File: src/rtl/bcd_dec_driver.sv
// bcd_dec_driver: turns active-low BCD codes (the 9-input priority encoder's
// output format) back into one-cold active-low decimal lines. Codes are
// queued in a small FIFO. Each digit is driven for HOLD_CYCLES cycles and
// followed by GAP_CYCLES blank (all-ones) cycles.
module bcd_dec_driver #(
  parameter int DEPTH       = 4,
  parameter int HOLD_CYCLES = 8,
  parameter int GAP_CYCLES  = 2,
  parameter int CW          = 8
) (
  input  logic          clk,
  input  logic          rst,
  input  logic [3:0]    y_n_in,
  input  logic          in_valid,
  output logic          in_ready,
  output logic [8:0]    i_n_out,
  output logic          strobe,
  output logic          busy,
  output logic          err_invalid,
  output logic [CW-1:0] done_cnt
);

  localparam int AW    = $clog2(DEPTH);
  localparam int CMAX  = (HOLD_CYCLES > GAP_CYCLES) ? HOLD_CYCLES : GAP_CYCLES;
  localparam int CNT_W = $clog2(CMAX + 1);
  localparam logic [CNT_W-1:0] HOLD_LOAD = CNT_W'(HOLD_CYCLES - 1);
  localparam logic [CNT_W-1:0] GAP_LOAD  = CNT_W'((GAP_CYCLES > 0) ? GAP_CYCLES - 1 : 0);
  localparam logic [8:0] BLANK = 9'h1FF;

  typedef enum logic [1:0] {IDLE, HOLD, GAP} state_t;

  state_t           state;
  logic [CNT_W-1:0] cnt;

  logic [3:0]       mem [DEPTH];
  logic [AW:0]      wr_ptr;
  logic [AW:0]      rd_ptr;
  logic             full;
  logic             empty;
  logic             push;
  logic             pop;
  logic             pop_slot;
  logic [3:0]       head;
  logic [9:0]       head_dec;

  // Returns {valid, one-cold pattern}. Digit zero is valid but lights no line.
  function automatic logic [9:0] decode(input logic [3:0] code);
    logic [3:0] d;
    d = ~code;
    decode = {1'b0, BLANK};
    if (d == 4'd0)
      decode = {1'b1, BLANK};
    else if (d <= 4'd9)
      decode = {1'b1, ~(9'h001 << (d - 4'd1))};
  endfunction

  // The extra pointer bit separates full from empty when the indices match.
  assign empty    = (wr_ptr == rd_ptr);
  assign full     = (wr_ptr[AW] != rd_ptr[AW]) && (wr_ptr[AW-1:0] == rd_ptr[AW-1:0]);
  // in_ready comes only from the pointer flops, so a same-cycle pop cannot
  // open a slot in a full FIFO.
  assign in_ready = ~full;
  assign push     = in_valid & in_ready;
  assign pop      = pop_slot & ~empty;
  assign head     = mem[rd_ptr[AW-1:0]];
  assign head_dec = decode(head);
  assign busy     = (state != IDLE) | ~empty;

  // The FSM may take a new code when idle, or on the last cycle of GAP. With
  // no gap configured, it may also take one on the last cycle of HOLD.
  always_comb begin
    pop_slot = 1'b0;
    case (state)
      IDLE:    pop_slot = 1'b1;
      HOLD:    pop_slot = (cnt == '0) && (GAP_CYCLES == 0);
      GAP:     pop_slot = (cnt == '0);
      default: pop_slot = 1'b0;
    endcase
  end

  // FIFO pointers; reset flushes the queue.
  always_ff @(posedge clk) begin
    if (rst) begin
      wr_ptr <= '0;
      rd_ptr <= '0;
    end else begin
      if (push) wr_ptr <= wr_ptr + (AW+1)'(1);
      if (pop)  rd_ptr <= rd_ptr + (AW+1)'(1);
    end
  end

  // FIFO storage; holds data only, so it needs no reset.
  always_ff @(posedge clk) begin
    if (push) mem[wr_ptr[AW-1:0]] <= y_n_in;
  end

  // Hold/gap sequencer with registered outputs. A pop later in this block
  // overrides the HOLD/GAP exit assignments made earlier in the same edge.
  always_ff @(posedge clk) begin
    if (rst) begin
      state       <= IDLE;
      cnt         <= '0;
      i_n_out     <= BLANK;
      strobe      <= 1'b0;
      err_invalid <= 1'b0;
      done_cnt    <= '0;
    end else begin
      strobe <= 1'b0;
      case (state)
        IDLE: ;
        HOLD: begin
          if (cnt == '0) begin
            done_cnt <= done_cnt + CW'(1);
            i_n_out  <= BLANK;
            if (GAP_CYCLES > 0) begin
              state <= GAP;
              cnt   <= GAP_LOAD;
            end else begin
              state <= IDLE;
            end
          end else begin
            cnt <= cnt - CNT_W'(1);
          end
        end
        GAP: begin
          if (cnt == '0) state <= IDLE;
          else           cnt   <= cnt - CNT_W'(1);
        end
        default: state <= IDLE;
      endcase

      if (pop) begin
        if (head_dec[9]) begin
          i_n_out <= head_dec[8:0];
          strobe  <= 1'b1;
          cnt     <= HOLD_LOAD;
          state   <= HOLD;
        end else begin
          // Bad code: flag it and stay idle so the next entry pops at once.
          err_invalid <= 1'b1;
          i_n_out     <= BLANK;
          state       <= IDLE;
        end
      end
    end
  end

endmodule

File: config.mk
export PLATFORM = sky130hd
export DESIGN_NAME = bcd_dec_driver
export DESIGN_NICKNAME = d
export VERILOG_FILES = /design/src/rtl/bcd_dec_driver.sv
export SDC_FILE = /design/constraint.sdc
export NUM_CORES = 1
export LEC_CHECK = 0
export ABC_CLOCK_PERIOD_IN_PS = 2100
export CORE_MARGIN = 2
export CORE_UTILIZATION = 54
export CTS_CLUSTER_SIZE = 16
export DETAILED_ROUTE_END_ITERATION = 8
export GPL_ROUTABILITY_DRIVEN = 0
export PLACE_DENSITY = 0.83
export SETUP_SLACK_MARGIN = 0.05
export SLEW_MARGIN = 30
export SYNTH_ARGS = -nofsm -noshare
export SYNTH_HDL_FRONTEND = slang
export SYNTH_SLANG_ARGS = --single-unit
export TNS_END_PERCENT = 50
File: constraint.sdc
create_clock -name clk -period 2.1 [get_ports clk]
set_input_delay 0.42 -clock clk [delete_from_list [all_inputs] [get_ports clk]]
set_output_delay 0.42 -clock clk [all_outputs]
set_load 0.05 [all_outputs]
==> results of run 1 <==
-- critical path, stage by stage, from the launching register on --
cell and delay, ps:
dfxtp_1 450, xor2_2 170, or3_2 510, buf_12 170
-- synthesized netlist by cell type (2+ instances only) --
master	instances	area [um2]
a21o_1	2	15.0
a21oi_1	5	25.0
a2bb2oi_1	7	61.3
and2_1	5	31.3
and4bb_2	2	25.0
clkbuf_1	2	7.51
dfxtp_1	33	661
edfxtp_1	16	480
ha_1	11	138
inv_1	12	45.0
mux2i_1	3	30.0
mux4_2	3	67.6
nand2_1	13	48.8
nand3_1	2	10.0
nand3_2	3	30.0
nand4_1	3	18.8
nor2_1	15	56.3
nor3_1	5	25.0
o21ai_0	7	35.0
o31ai_1	2	15.0
o32a_2	2	22.5
or3_1	2	12.5
xnor2_1	7	61.3
xor2_1	5	43.8
-- metrics by stage --
stage / cell area, um2 / cells / power, W / hold WS (ps)
finish: 2690 / 274 / 0.00338 / 465
global route: 2690 / 274 / 0.00357 / 506
CTS: 2680 / 274 / 0.00337 / 473
detailed placement: 2570 / 266 / 0.00269 / 452
global placement: 2570 / 266 / 0.00264 / 432
floorplan: 2200 / 188 / 0.00228 / 451
-- state kept, by name, indices dropped and copies added, names as in the netlist, named ones only --
register / cells
cnt: 4
done_cnt: 8
err_invalid: 1
i_n_out: 9
mem: 16
rd_ptr: 3
state: 2
strobe: 1
wr_ptr: 3
-- power groups by stage --
stage | combinational (W) | clock [W] | sequential [W]
finish | 0.00145 | 0.000677 | 0.00125
global route | 0.00157 | 0.000724 | 0.00127
CTS | 0.00144 | 0.000681 | 0.00125
detailed placement | 0.00142 | 0 | 0.00127
global placement | 0.00138 | 0 | 0.00126
floorplan | 0.000889 | 0 | 0.00139
-- cells by family after synthesis --
family | after synthesis | share of synthesized area
mux | 7 | 0.0563
xor+xnor | 13 | 0.0551
compound gates | 32 | 0.119
buf+inv | 15 | 0.0256
flops | 49 | 0.518
simple gates | 61 | 0.164
fa+ha+maj | 11 | 0.0625
-- final cells by class --
type	instances	area, um2	share of cell area
Inverter	13	48.8	0.0181
Tap cell	50	62.6	0.0233
Timing Repair Buffer	30	313	0.116
Multi-Input combinational cell	124	1010	0.376
Clock buffer	6	72.6	0.0270
Sequential cell	49	1140	0.424
Clock inverter	2	38.8	0.0144
-- timing repair --
action | in CTS | in global routing
endpoints found under the hold margin | 0 | 0
endpoints found under the setup margin | 0 | 3
hold buffers | 0 | 0
resized for setup | 0 | 1
-- how the worst max path moves through the flow --
| stage | end | cells after the start | startpoint | slack [ps] |
|---|---|---|---|---|
| 2_1_floorplan | cnt[0] | 7 | cnt[0] | 460 |
| 3_3_place_gp | i_n_out[7] | 6 | cnt[0] | 300 |
| 3_5_place_dp | i_n_out[7] | 6 | cnt[0] | 280 |
| 4_1_cts | in_ready | 3 | wr_ptr[1] | 50 |
| 5_1_grt | in_ready | 3 | wr_ptr[1] | 20 |
| 6_report | in_ready | 3 | wr_ptr[1] | 80 |
-- routing by layer --
layer	vias up	GRT usage
li1	756	-
met1	718	0.278
met2	31	0.332
met3	2	0.0543
met4	0	0.0675
met5	-	0
==> flow_summary_export.csv, run 1 <==
group,metric,value,unit
cells_and_area,final_common_cell,"dfxtp_1",
setup_path,required,1680,ps
cells_and_area,area_delta_synth_final,22.1,%
clock_network,cts-buffers-inserted,5,
cells_and_area,drive_above_1_share,0.143,
setup_path,crit_path_end_kind,"output pin",
global_routing,grt_pass1_vias,1525,
pwr,power_per_cell_area,1260,nW/um2
floorplanning,start_util,0.555,
logic_synthesis,synth-seq-cells,49,
sta,fin_setup_tns,0,ps
pwr,p_sw,0.00129,W
drt,wl,4190,um
global_routing,antenna_found_initial,0,
outcome,status,"completed",
sta,finalCritPeriodShare,0.963,
clock_network,post-cts-setup-buffers,0,
min_path,hold_path_end,"err_invalid",
floorplanning,die_w,67.9,um
drt,first_pass_iters,4,
drt,viasPerCell,5.50,
floorplanning,num_io_pins,28,
sta,fin_crit,2020,ps
placed_design,port_buffers,27,
logic_synthesis,synthDistinctLibCells,45,
placed_design,pre_cts_slack,284,ps
logic_synthesis,netlist_area,2200,um2
cells_and_area,utilization,0.677,
global_routing,grt_pass1_wl,7050,um
drt,routedWlPerCell,15.3,um
sta,fmax,494,MHz
setup_path,rrSetupSlack,260,ps
setup_path,r2r-start,"cnt[0]",
placed_design,hpwlAfterDp,2920,um
drt,vias,1507,
sta,final.setup_skew,11.2,ps
logic_synthesis,seq_area_frac_synth,0.518,
sta,final-max-slew-violation-count,0,
floorplanning,rows,23,
global_routing,grtUsageTotal,0.208,
pwr,internal-power,0.00209,W
pwr,combPwrFrac,0.428,
sta,setup_slack,77.2,ps
global_routing,grt-ovfl-total,0,
pwr,seq_power_share,0.371,
logic_synthesis,syn_avg_cell_area,11.7,um2
job,drv_cap,0,
sta,relSlewSlack,0.664,
sta,hold_violations,0,
cells_and_area,nNetsFinal,241,
drt,wl_met2,2010,um
min_path,min_path_cells,1,
logic_synthesis,yosysWarnings,0,
pwr,ir_drop,0.000666,V
floorplanning,core_area,3970,um2
clock_network,clock_path_buffers,2,
global_routing,grt_max_degree,16,
clock_network,htreeDepth,2,
cells_and_area,final_cell_mix,"dfxtp_1, clkdlybuf4s50_1, edfxtp_1, nor2_1, nand2_1",
pwr,p_clk_frac,0.201,
drt,ant_nets,0,
setup_path,cp.arrival,1600,ps
floorplanning,die_h,67.9,um
setup_path,reg2reg_depth,6,
setup_path,crit_path_start_kind,"flop",
logic_synthesis,syn_inst,188,
drt,drc,0,
sta,rsz0062_at_grt,"yes",
drt,dr.max_layer_used,"met4",
pwr,netSwitchingFraction,0.382,
floorplanning,dieArea,4600,um2
drt,wl_met1,1990,um
logic_synthesis,synth-async-reset-ratio,0,
drt,wl_met3,163,um
clock_network,clk_latency,310,ps
clock_network,cts_tree,"yes",
setup_path,setup.worst_path.class,"reg2out",
min_path,min-delay-start,"err_invalid",
setup_path,worstPathMaxFanout,5,
cells_and_area,antenna-diode-count,0,
clock_network,cts_sinks,49,
cells_and_area,n_fill_cell,302,
logic_synthesis,synth-main-ff-cell,"dfxtp_1",
drt,dr.first_iter.drc_count,72,
pwr,p_leak,0.986,nW
logic_synthesis,synth_edf_count,16,
sta,worst_pin_slew,503,ps
logic_synthesis,synth_fp_nets,206,
min_path,hold_path.class,"reg2reg",
sta,setup_violations,0,
clock_network,root_buffer,"clkbuf_8",
setup_path,timing.rr.end,"i_n_out[7]",
clock_network,cts.clk_slew.worst_paths,80,ps
(Power assumes the default switching activity.)
==> run 2, diff against run 1 <==
--- a/config.mk
+++ b/config.mk
@@ -13,6 +13,7 @@
 export GPL_ROUTABILITY_DRIVEN = 0
 export PLACE_DENSITY = 0.83
 export SETUP_SLACK_MARGIN = 0.05
+export SKIP_LAST_GASP = 1
 export SLEW_MARGIN = 30
 export SYNTH_ARGS = -nofsm -noshare
 export SYNTH_HDL_FRONTEND = slang
==> results of run 2 <==
Final layout, timing and power as in run 1 (identical DEF).
